### src/rtl/obuf_1x1_reader_pkg.sv
// Shared definitions for the output-buffer reader: FSM encoding and a width helper.
package obuf_1x1_reader_pkg;

  typedef enum logic [1:0] {
    IDLE  = 2'd0,
    RUN   = 2'd1,
    DRAIN = 2'd2
  } rd_state_e;

  // Address width that stays at least one bit for a single-pixel map.
  function automatic int addr_w(input int npix);
    return (npix > 1) ? $clog2(npix) : 1;
  endfunction

endpackage

### src/rtl/obuf_1x1_reader_skid_fifo2.sv
// Two-entry FIFO with same-cycle push/pop; head register drives dout directly.
module skid_fifo2 #(
  parameter int WIDTH = 8
) (
  input  logic             clk,
  input  logic             rst,
  input  logic             push,
  input  logic [WIDTH-1:0] din,
  input  logic             pop,
  output logic [WIDTH-1:0] dout,
  output logic [1:0]       count
);

  logic [WIDTH-1:0] head_q, head_d;
  logic [WIDTH-1:0] tail_q, tail_d;
  logic [1:0]       count_q, count_d;
  logic             do_pop, do_push;

  assign do_pop  = pop && (count_q != 2'd0);
  assign do_push = push && ((count_q != 2'd2) || do_pop);

  always_comb begin
    head_d  = head_q;
    tail_d  = tail_q;
    count_d = count_q;
    case ({do_push, do_pop})
      2'b10: begin
        if (count_q == 2'd0) head_d = din;
        else                 tail_d = din;
        count_d = count_q + 2'd1;
      end
      2'b01: begin
        head_d  = tail_q;
        count_d = count_q - 2'd1;
      end
      2'b11: begin
        // Occupancy unchanged; with one entry the new word becomes the head.
        if (count_q == 2'd1) begin
          head_d = din;
        end else begin
          head_d = tail_q;
          tail_d = din;
        end
      end
      default: ;
    endcase
  end

  always_ff @(posedge clk) begin
    if (rst) count_q <= 2'd0;
    else     count_q <= count_d;
  end

  always_ff @(posedge clk) begin
    head_q <= head_d;
    tail_q <= tail_d;
  end

  assign dout  = head_q;
  assign count = count_q;

endmodule

### src/rtl/obuf_1x1_reader.sv
// Streams every pixel word of the output buffer, in index order, onto a valid/ready port.
module obuf_1x1_reader
  import obuf_1x1_reader_pkg::*;
#(
  parameter int DATA_WIDTH   = 8,
  parameter int OUT_CHANNELS = 3,
  parameter int IN_WIDTH     = 5,
  parameter int IN_HEIGHT    = 5
) (
  input  logic                                  clk,
  input  logic                                  rst,
  input  logic                                  start,
  output logic                                  busy,
  output logic                                  done,
  output logic [addr_w(IN_WIDTH*IN_HEIGHT)-1:0] rd_addr,
  output logic                                  rd_en,
  input  logic [DATA_WIDTH*OUT_CHANNELS-1:0]    rd_data,
  output logic [DATA_WIDTH*OUT_CHANNELS-1:0]    o_data,
  output logic                                  o_valid,
  input  logic                                  o_ready,
  output logic                                  o_last
);

  localparam int NPIX = IN_WIDTH * IN_HEIGHT;
  localparam int AW   = addr_w(NPIX);
  localparam int PW   = DATA_WIDTH * OUT_CHANNELS;
  localparam logic [AW-1:0] LAST_IDX = AW'(NPIX - 1);

  rd_state_e state_q, state_d;
  logic [AW-1:0] addr_q, addr_d;
  logic [AW-1:0] out_idx_q, out_idx_d;
  logic          done_q, done_d;
  logic [1:0]    fifo_count;
  logic [PW-1:0] fifo_dout;
  logic          pop;

  // A read's data lands at the edge closing its rd_en cycle, so nothing is
  // outstanding when the next request is decided: occupancy alone gates reads.
  assign rd_en   = (state_q == RUN) && (fifo_count < 2'd2);
  assign rd_addr = rd_en ? addr_q : '0;
  assign o_valid = (fifo_count != 2'd0);
  assign pop     = o_valid && o_ready;
  assign o_data  = o_valid ? fifo_dout : '0;
  assign o_last  = o_valid && (out_idx_q == LAST_IDX);
  assign busy    = (state_q != IDLE);
  assign done    = done_q;

  skid_fifo2 #(
    .WIDTH(PW)
  ) u_fifo (
    .clk  (clk),
    .rst  (rst),
    .push (rd_en),
    .din  (rd_data),
    .pop  (pop),
    .dout (fifo_dout),
    .count(fifo_count)
  );

  always_comb begin
    state_d   = state_q;
    addr_d    = addr_q;
    out_idx_d = out_idx_q;
    done_d    = 1'b0;
    case (state_q)
      IDLE: begin
        if (start) begin
          state_d   = RUN;
          addr_d    = '0;
          out_idx_d = '0;
        end
      end
      RUN: begin
        if (rd_en) begin
          if (addr_q == LAST_IDX) begin
            state_d = DRAIN;
            addr_d  = '0;
          end else begin
            addr_d = addr_q + AW'(1);
          end
        end
      end
      DRAIN: ;
      default: state_d = IDLE;
    endcase

    if (pop) begin
      out_idx_d = (out_idx_q == LAST_IDX) ? '0 : out_idx_q + AW'(1);
    end
    if ((state_q == DRAIN) && pop && (out_idx_q == LAST_IDX)) begin
      state_d = IDLE;
      done_d  = 1'b1;
    end
  end

  always_ff @(posedge clk) begin
    if (rst) begin
      state_q   <= IDLE;
      addr_q    <= '0;
      out_idx_q <= '0;
      done_q    <= 1'b0;
    end else begin
      state_q   <= state_d;
      addr_q    <= addr_d;
      out_idx_q <= out_idx_d;
      done_q    <= done_d;
    end
  end

endmodule

### config.mk
export PLATFORM = sky130hd
export DESIGN_NAME = obuf_1x1_reader
export DESIGN_NICKNAME = d
export VERILOG_FILES = /design/src/rtl/obuf_1x1_reader_pkg.sv /design/src/rtl/obuf_1x1_reader_skid_fifo2.sv /design/src/rtl/obuf_1x1_reader.sv
export SDC_FILE = /design/constraint.sdc
export NUM_CORES = 1
export LEC_CHECK = 0
export CELL_PAD_IN_SITES_DETAIL_PLACEMENT = 1
export CELL_PAD_IN_SITES_GLOBAL_PLACEMENT = 2
export CORE_ASPECT_RATIO = 0.7
export CORE_UTILIZATION = 31
export CTS_BUF_LIST = sky130_fd_sc_hd__clkbuf_16
export CTS_CLUSTER_SIZE = 16
export DETAILED_ROUTE_END_ITERATION = 16
export PLACE_DENSITY = 0.88
export SLEW_MARGIN = 0
export SYNTH_ARGS = -nofsm -noshare
export SYNTH_HDL_FRONTEND = slang
export SYNTH_SLANG_ARGS = --single-unit
### constraint.sdc
create_clock -name clk -period 5.7 [get_ports clk]
set_input_delay 1.425 -clock clk [delete_from_list [all_inputs] [get_ports clk]]
set_output_delay 1.425 -clock clk [all_outputs]
set_load 0.05 [all_outputs]
==> results of run 1 <==
-- stage by stage --
| stage | power [mW] | hold WS [ps] | util [%] | cells | worst slack, ps |
|---|---|---|---|---|---|
| finish | 2.213 | 496.7 | 43.27 | 408 | 1527 |
| global route | 2.310 | 533.8 | 43.27 | 408 | 1323 |
| CTS | 2.240 | 501.2 | 43.27 | 408 | 1465 |
| detailed placement | 1.655 | 494.5 | 39.83 | 393 | 1826 |
| global placement | 1.626 | 484.9 | 39.83 | 393 | 1910 |
| floorplan | 1.369 | 449.0 | - | 217 | 1019 |
-- critical path, cell delays in order (launching register included) --
cell	delay, ps
dfxtp_1	380
inv_1	140
ha_1	860
inv_1	150
and2_1	190
clkdlybuf4s50_1	690
-- worst paths after layout --
kind | from | to | slack [ps] | cells past startpoint
max | u_fifo.count[1] | o_last | 1530 | 5
min | addr_q[4] | addr_q[4] | 500 | 1
max reg2reg | u_fifo.count[1] | u_fifo.dout[17] | 2430 | 5
min reg2reg | addr_q[4] | addr_q[4] | 500 | 1
-- Yosys cell counts (all sizes together) --
master / number / area, um^2
nand4: 1 / 6.260
mux2: 24 / 345.3
nand3b: 1 / 7.510
nor3b: 1 / 7.510
nor2: 17 / 63.81
a31oi: 2 / 12.51
dfxtp: 15 / 300.3
edfxtp: 48 / 1441
or3b: 1 / 8.760
nand2b: 2 / 12.51
mux2i: 1 / 10.01
and4b: 2 / 20.02
ha: 7 / 87.58
nor3: 5 / 25.02
a22oi: 1 / 7.510
clkbuf: 5 / 18.77
xnor2: 1 / 8.760
a2111oi: 2 / 17.52
clkinv: 1 / 8.760
a21oi: 9 / 56.31
nand3: 5 / 25.02
nand2: 6 / 22.52
inv: 10 / 37.54
or3: 1 / 6.260
a211oi: 1 / 7.510
o21ai: 2 / 10.01
nor2b: 26 / 162.7
nor4b: 3 / 26.28
buf: 5 / 46.29
o22ai: 1 / 6.260
and2: 4 / 25.02
a32oi: 1 / 8.760
or2b: 2 / 15.01
a311oi: 3 / 26.28
a21o: 1 / 7.510
-- power groups by stage --
stage	registers, mW	logic [mW]	clock network, mW
global route	0.717	0.991	0.602
finish	0.700	0.941	0.572
detailed placement	0.709	0.946	0
global placement	0.700	0.926	0
floorplan	0.693	0.676	0
CTS	0.701	0.953	0.586
-- flip-flops by register name, indices dropped and copies added, names as in the netlist --
name	cells
addr_q	5
done	1
out_idx_q	5
state_q	2
u_fifo.count	2
u_fifo.dout	24
u_fifo.tail_q	24
-- cell families (layout without fill, tap and decap cells) --
family | Yosys count | after routing | share of synthesized area, %
AO/OA/AOI/OAI | 23 | 23 | 5.525
flip-flops | 63 | 63 | 60.08
multiplexers | 25 | 25 | 12.26
adder cells (fa/ha/maj) | 7 | 7 | 3.021
XOR/XNOR | 1 | 1 | 0.3022
AND/OR/NAND/NOR | 77 | 77 | 14.98
buffers and inverters | 21 | 88 | 3.841
-- metal layers --
layer	track usage [%]	share of wire [%]
met5	0	0
met4	7.226	1.7
met3	3.915	4.3
met2	24.21	50
met1	16.85	44
-- layout make-up --
class                           count  area, um^2
Multi-Input combinational cell    133        1052
Timing Repair Buffer               62       618.1
Inverter                           11       46.29
Clock buffer                        9       225.2
Clock inverter                      6       86.33
Fill cell                         965        5146
Sequential cell                    63        1742
Tap cell                          124       155.1
==> flow_summary_export.csv, run 1 <==
group,metric,value,unit
timing,min_period,4173,ps
setup_path,crit_type,"register to output port",
cts,cts_root_buf,"clkbuf_16",
yosys,yosysSeqAreaShare,60.08,%
timing,fmax,239.6,MHz
route,avgRoutedWirePerCell,15.83,um
run,max_cap_viol_count,0,
setup_path,worst-path-max-fanout,29,
layout,syn_to_final_growth,35.39,%
status,run_status,"finished, final reports clean",
place,io_buffer_count,61,
power_and_ir_drop,p_seq_share,31.6,%
yosys,synth-warning-count,0,
floorplanning,core_area,9071,um^2
power_and_ir_drop,p_sw_share,38.23,%
timing,setup_viol,0,
cts,numCtsBuffers,9,
route,ant_nets,0,
floorplanning,placementRows,29,
cts,clk_latency,330,ps
timing,fin_crit_sh,73.21,%
timing,rsz0062_at_grt,"no",
route,drcViolationCount,0,
global_route,grt_use_total,14.34,%
global_route,grt_pass1_vias,2012,
setup_path,cp.arrival,2750,ps
place,dpl_cell_area,3613,um^2
power_and_ir_drop,intPower,1.367,mW
cts,cts_hold_buf,0,
timing,drv_slew,0,
floorplanning,dieArea,9749,um^2
cts,cts_resized,0,
global_route,grt_max_degree,30,
route,viasPerCell,4.627,
yosys,synth_area,2899,um^2
global_route,grt_pass1_wl,10610,um
global_route,grt.overflow.total,0,
layout,layout-drive-gt1-share,15.14,%
route,first_iter_violations,76,
cts,clk_pin_slew_worst_paths,50,ps
yosys,ys_ff_latch,63,
route,num_vias,1888,
yosys,netlist_instances,217,
floorplanning,pin_count,62,
power_and_ir_drop,ir_drop,0.1668,mV
cts,tritoncts,"yes",
route,wirelength,6457,um
floorplanning,initial_core_util,31.96,%
layout,antennaDiodeCount,0,
floorplanning,die_x,117.6,um
power_and_ir_drop,switchingPower,0.8460,mW
timing,maxSlewHeadroom,28.03,%
power_and_ir_drop,p_clk_share,25.9,%
place,gp_congestion,0.7966,
cts,postCtsSetupRepairBufs,0,
timing,worstMarginPinSlew,1077,ps
cts,clockBufferDepth,2,
layout,nNetsFinal,315,
setup_path,critPathLaunchType,"register",
global_route,antenna_found_initial,0,
cts,cts.htree.levels,3,
power_and_ir_drop,p_leak,1.384,nW
setup_path,end_kind,"output port",
place,hpwlAfterDp,4499,um
cts,cts_sinks,63,
worst_hold_path,holdCritPathClass,"register to register",
timing,hold_viol,0,
yosys,synth_cell_type_count,39,
layout,fin_area,3925,um^2
setup_path,required,4280,ps
route,dr.pass1.iters,4,
timing,tns,0,ps
power_and_ir_drop,power.density,563.8,nW/um^2
yosys,syn-num-nets,252,
layout,final_cell_mix,"clkdlybuf4s50_1 (61), edfxtp_1 (48), nor2b_1 (26)",
floorplanning,dieHeight,82.91,um
timing,skew,4.299,ps
power_and_ir_drop,p_comb_share,42.5,%
yosys,avgSynthCellArea,13.36,um^2
layout,final_common_cell,"clkdlybuf4s50_1",
(Power assumes the default switching activity.)
==> run 2, diff against run 1 <==
--- a/config.mk
+++ b/config.mk
@@ -8,11 +8,11 @@
 export CELL_PAD_IN_SITES_DETAIL_PLACEMENT = 1
 export CELL_PAD_IN_SITES_GLOBAL_PLACEMENT = 2
 export CORE_ASPECT_RATIO = 0.7
-export CORE_UTILIZATION = 31
+export CORE_UTILIZATION = 34
 export CTS_BUF_LIST = sky130_fd_sc_hd__clkbuf_16
 export CTS_CLUSTER_SIZE = 16
 export DETAILED_ROUTE_END_ITERATION = 16
-export PLACE_DENSITY = 0.88
+export PLACE_DENSITY = 0.91
 export SLEW_MARGIN = 0
 export SYNTH_ARGS = -nofsm -noshare
 export SYNTH_HDL_FRONTEND = slang
==> constraint.sdc (replaced) <==
create_clock -name clk -period 3.9 [get_ports clk]
set_input_delay 0.975 -clock clk [delete_from_list [all_inputs] [get_ports clk]]
set_output_delay 0.975 -clock clk [all_outputs]
set_load 0.05 [all_outputs]
==> run 2 against run 1 <==
Against the previous run: total power increased by 43%; sequential power increased by 46%; sequential share of layout area increased by 0.27 points; die area decreased by 8.7%; largest cell class unchanged; non-clock buffer count increased by 3.
==> flow_summary_export.csv, run 2 (synthesized netlist as in run 1, its figures left out) <==
group,metric,value,unit
floorplanning,placementRows,27,
route,first_iter_violations,70,
global_route,grt_busiest_layer,"met2",
timing,rsz0062_at_grt,"no",
cts,cts.htree.levels,3,
place,hpwlAfterDp,4328,um
floorplanning,dieArea,8905,um^2
layout,antennaDiodeCount,0,
timing,setup_viol,0,
route,dr.pass1.iters,4,
power_and_ir_drop,ir_drop,0.3665,mV
layout,layout-drive-gt1-share,15.28,%
place,io_buffer_count,61,
setup_path,worst-path-max-fanout,19,
timing,holdWs,499.3,ps
layout,fin_util,48.32,%
power_and_ir_drop,p_leak,1.398,nW
route,ant_nets,0,
place,gp_congestion,0.7874,
cts,cts_hold_buf,0,
route,num_vias,1893,
cts,clk_pin_slew_worst_paths,50,ps
floorplanning,core_area,8074,um^2
floorplanning,die_x,112.4,um
timing,tns,0,ps
place,placedCellCount,373,
cts,cts_sinks,63,
floorplanning,initial_core_util,35.91,%
timing,drv_slew,0,
cts,postCtsSetupRepairBufs,0,
place,dpl_cell_area,3620,um^2
timing,min_period,3518,ps
global_route,grt_pass1_vias,1873,
layout,fin_area,3901,um^2
setup_path,cp.arrival,2540,ps
route,wirelength,6123,um
floorplanning,pin_count,62,
layout,fillers,843,
cts,clockBufferDepth,2,
global_route,grt_pass1_wl,9929,um
status,run_status,"finished, final reports clean",
timing,maxSlewHeadroom,59.38,%
layout,syn_to_final_growth,34.57,%
global_route,grt_use_total,15.04,%
cts,cts_root_buf,"clkbuf_16",
setup_path,end_kind,"output port",
layout,nNetsFinal,318,
global_route,grt.overflow.total,0,
timing,worstMarginPinSlew,607.4,ps
timing,skew,5.947,ps
cts,numCtsBuffers,9,
cts,tritoncts,"yes",
route,drcViolationCount,0,
timing,fmax,284.3,MHz
cts,clk_latency,320,ps
setup_path,required,2920,ps
cts,cts_resized,0,
layout,final_cell_mix,"clkdlybuf4s50_1 (61), edfxtp_1 (48), nor2b_1 (26)",
power_and_ir_drop,power,3.170,mW
route,avgRoutedWirePerCell,15.74,um
setup_path,crit_type,"register to output port",
layout,final_common_cell,"clkdlybuf4s50_1",
setup_path,critPathLaunchType,"register",
route,viasPerCell,4.866,
timing,setup_slack,382.2,ps
global_route,antenna_found_initial,0,
power_and_ir_drop,power.density,812.6,nW/um^2
global_route,gr-usage-met3,4.962,%
global_route,grt_max_degree,25,
place,dp_slack,698.2,ps
floorplanning,dieHeight,79.26,um
worst_hold_path,holdCritPathClass,"register to register",
layout,final_cells,389,
global_route,met2_usage,24.29,%
run,max_cap_viol_count,0,
timing,hold_viol,0,
timing,fin_crit_sh,90.20,%
global_route,gr-usage-met1,19.15,%
[run 2: changes by cell type in the layout (fill, tap and decap cells not counted), sizes merged]
cell | previous run | this run
bufinv | 2 | 1
buf | 1 | 4
clkinvlp | 1 | 0
clkinv | 4 | 5
inv | 10 | 12
[run 2: worst max-delay path: stages, from the launching register on]
cell,delay (ps)
dfxtp_1,460
inv_1,140
ha_1,360
buf_4,280
nor2b_1,160
clkdlybuf4s50_1,820
[run 2: cell type report]
class / instances / area (um^2) / area share [%]
Timing Repair Buffer: 65 / 640.6 / 16.42
Tap cell: 101 / 126.4 / 3.239
Sequential cell: 63 / 1742 / 44.64
Clock buffer: 9 / 225.2 / 5.773
Inverter: 11 / 46.29 / 1.187
Multi-Input combinational cell: 133 / 1065 / 27.29
Clock inverter: 7 / 56.30 / 1.443
[run 2: where the power goes]
group | switching, mW | leakage (nW) | internal (mW) | total, mW
Combinational | 0.895 | 0.681 | 0.499 | 1.39
Sequential | 0.0574 | 0.568 | 0.959 | 1.02
Clock | 0.276 | 0.149 | 0.483 | 0.759
Total | 1.23 | 1.40 | 1.94 | 3.17
[run 2: worst paths after layout]
| check | slack [ps] | cells past startpoint | to | start |
|---|---|---|---|---|
| setup / recovery | 380 | 5 | o_data[14] | u_fifo.count[1] |
| hold / removal | 500 | 2 | out_idx_q[4] | out_idx_q[4] |
| setup reg to reg | 1290 | 6 | u_fifo.dout[13] | u_fifo.count[1] |
| hold reg to reg | 500 | 2 | out_idx_q[4] | out_idx_q[4] |
[run 2: layer usage]
layer | share of wire (%) | vias up
met5 | 0 | -
met4 | 1.5 | 0
met3 | 4.1 | 7
met2 | 47 | 47
met1 | 48 | 926
li1 | - | 913
==> run 3, diff against run 2 <==
--- a/config.mk
+++ b/config.mk
@@ -13,6 +13,7 @@
 export CTS_CLUSTER_SIZE = 16
 export DETAILED_ROUTE_END_ITERATION = 16
 export PLACE_DENSITY = 0.91
+export SETUP_SLACK_MARGIN = 0.4
 export SLEW_MARGIN = 0
 export SYNTH_ARGS = -nofsm -noshare
 export SYNTH_HDL_FRONTEND = slang
==> run 3 against run 2 <==
Against the previous run: total power shrank 2.2%; critical endpoint is now o_data[0]; non-clock buffer count is the same; first-iteration DRC count shrank 7.1%; clock skew hardly changed; worst hold slack unchanged; global-route usage rose by 0.051 points; largest power group unchanged; flip-flop and latch count did not move; clock-buffer cell count stayed put; sequential power is essentially flat; combinational power down 5%.
==> flow_summary_export.csv, run 3 (synthesized netlist as in run 1, its figures left out) <==
group,metric,value,unit
setup_path,rrSetupSlack,1290,ps
cts,cts.htree.levels,3,
layout,fin_util,48.12,%
timing,skew,5.959,ps
cts,clk_pin_slew_worst_paths,50,ps
floorplanning,dieArea,8905,um^2
floorplanning,core_area,8074,um^2
timing,tns,0,ps
layout,fillers,835,
setup_path,startpoint,"u_fifo.count[1]",
setup_path,crit_family,"buffers and inverters",
floorplanning,dieHeight,79.26,um
layout,layout-drive-gt1-share,15.28,%
power_and_ir_drop,power.density,797.8,nW/um^2
global_route,grt_pass1_vias,1875,
power_and_ir_drop,p_leak,1.524,nW
layout,seqCellArea,1742,um^2
global_route,gr-usage-met1,19.20,%
global_route,gr-usage-met3,4.962,%
route,drcViolationCount,0,
route,avgRoutedWirePerCell,15.73,um
setup_path,cp.depth,4,
run,max_cap_viol_count,0,
setup_path,crit_type,"register to output port",
cts,tritoncts,"yes",
place,io_buffer_count,61,
timing,maxSlewHeadroom,59.48,%
layout,final_cell_mix,"edfxtp_1 (48), clkdlybuf4s50_1 (39), nor2b_1 (26)",
route,first_iter_violations,65,
timing,hold_viol,0,
worst_hold_path,holdCritPathClass,"register to register",
setup_path,critPathLaunchType,"register",
cts,clockBufferDepth,2,
setup_path,critPathBufInv,2,
setup_path,cp.arrival,2380,ps
route,viasPerCell,4.877,
power_and_ir_drop,ir_drop,0.3665,mV
global_route,grt_use_total,15.09,%
timing,worstMarginPinSlew,605.9,ps
global_route,grt.overflow.total,0,
setup_path,worst-path-max-fanout,11,
cts,cts_root_buf,"clkbuf_16",
timing,fmax,298.1,MHz
route,wirelength,6119,um
place,gp_congestion,0.7874,
layout,nNetsFinal,318,
timing,min_period,3355,ps
cts,cts_sinks,63,
setup_path,worstReg2RegEnd,"u_fifo.dout[13]",
global_route,grt_pass1_wl,9956,um
setup_path,rr_worst_depth,6,
global_route,antenna_found_initial,0,
route,ant_nets,0,
layout,final_common_cell,"edfxtp_1",
global_route,grt_busiest_layer,"met2",
setup_path,path_cells,"inv_1 > ha_1 > nor2b_1 > clkdlybuf4s50_1",
global_route,grt_max_degree,25,
route,num_vias,1897,
setup_path,critical_path.endpoint,"o_data[0]",
layout,syn_to_final_growth,34.01,%
setup_path,critPathMaxStageDelay,850,ps
layout,multiInputGateArea,1065,um^2
layout,antennaDiodeCount,0,
floorplanning,die_x,112.4,um
route,dr.pass1.iters,4,
setup_path,end_kind,"output port",
setup_path,required,2920,ps
timing,rsz0062_at_grt,"no",
global_route,met2_usage,24.41,%
timing,fin_crit_sh,86.02,%
setup_path,crit_slowest_cell,"clkdlybuf4s50_1",
setup_path,reg2reg_from,"u_fifo.count[1]",
floorplanning,pin_count,62,
status,run_status,"finished, final reports clean",
floorplanning,initial_core_util,35.91,%
cts,numCtsBuffers,9,
cts,postCtsSetupRepairBufs,0,
timing,setup_viol,0,
timing,drv_slew,0,
floorplanning,placementRows,27,
cts,clk_latency,320,ps
place,hpwlAfterDp,4328,um
[run 3: how the worst min path moves through the flow]
stage	from	end	slack [ps]	cells after the start
global route	out_idx_q[4]	out_idx_q[4]	520	2
finish	out_idx_q[4]	out_idx_q[4]	500	2
CTS	out_idx_q[4]	out_idx_q[4]	490	2
floorplan	addr_q[4]	addr_q[4]	450	1
detailed placement	out_idx_q[4]	out_idx_q[4]	480	2
global placement	out_idx_q[4]	out_idx_q[4]	480	2
[run 3: layout make-up]
class | count | share of cell area [%]
inverters | 11 | 1.192
clock inverters | 7 | 1.449
repair buffers | 65 | 16.07
clock buffers | 9 | 5.797
well taps | 101 | 3.253
multi-input cells | 133 | 27.41
flip-flops and latches | 63 | 44.83
[run 3: tightest hold or removal path, stage by stage (launching register included)]
cell and delay, ps:
dfxtp_1 320, o21ai_0 70, a21oi_1 60
[run 3: timing repair]
action,4_1_cts,5_1_grt
cloned,0,0
hold endpoints to repair,0,0
resized for setup,19,3
hold buffers,0,0
setup endpoints to repair,19,3
[run 3: layer usage]
metal | vias to the layer above | wire (um) | part of all wire (%)
li1 | 914 | - | -
met1 | 927 | 2894 | 47
met2 | 49 | 2866 | 47
met3 | 7 | 268 | 4.4
met4 | 0 | 89 | 1.5
met5 | - | 0 | 0
[run 3: through the flow]
| step | instances | power (mW) | setup slack, ps | hold WS (ps) | area (um^2) |
|---|---|---|---|---|---|
| after detailed placement | 373 | 2.439 | 698.2 | 484.5 | 3620 |
| after CTS | 389 | 3.139 | 442.9 | 493.4 | 3877 |
| after global placement | 373 | 2.411 | 689.9 | 478.3 | 3620 |
| final | 389 | 3.100 | 545.1 | 499.3 | 3885 |
| after floorplan | 217 | 2.002 | 861.6 | 449.0 | 2905 |
| after global routing | 389 | 3.245 | 416.5 | 522.2 | 3885 |
[run 3: power breakdown]
part,switching [mW],internal (mW),total [mW]
combinational,0.891,0.432,1.32
clock,0.277,0.484,0.760
sequential,0.0573,0.959,1.02
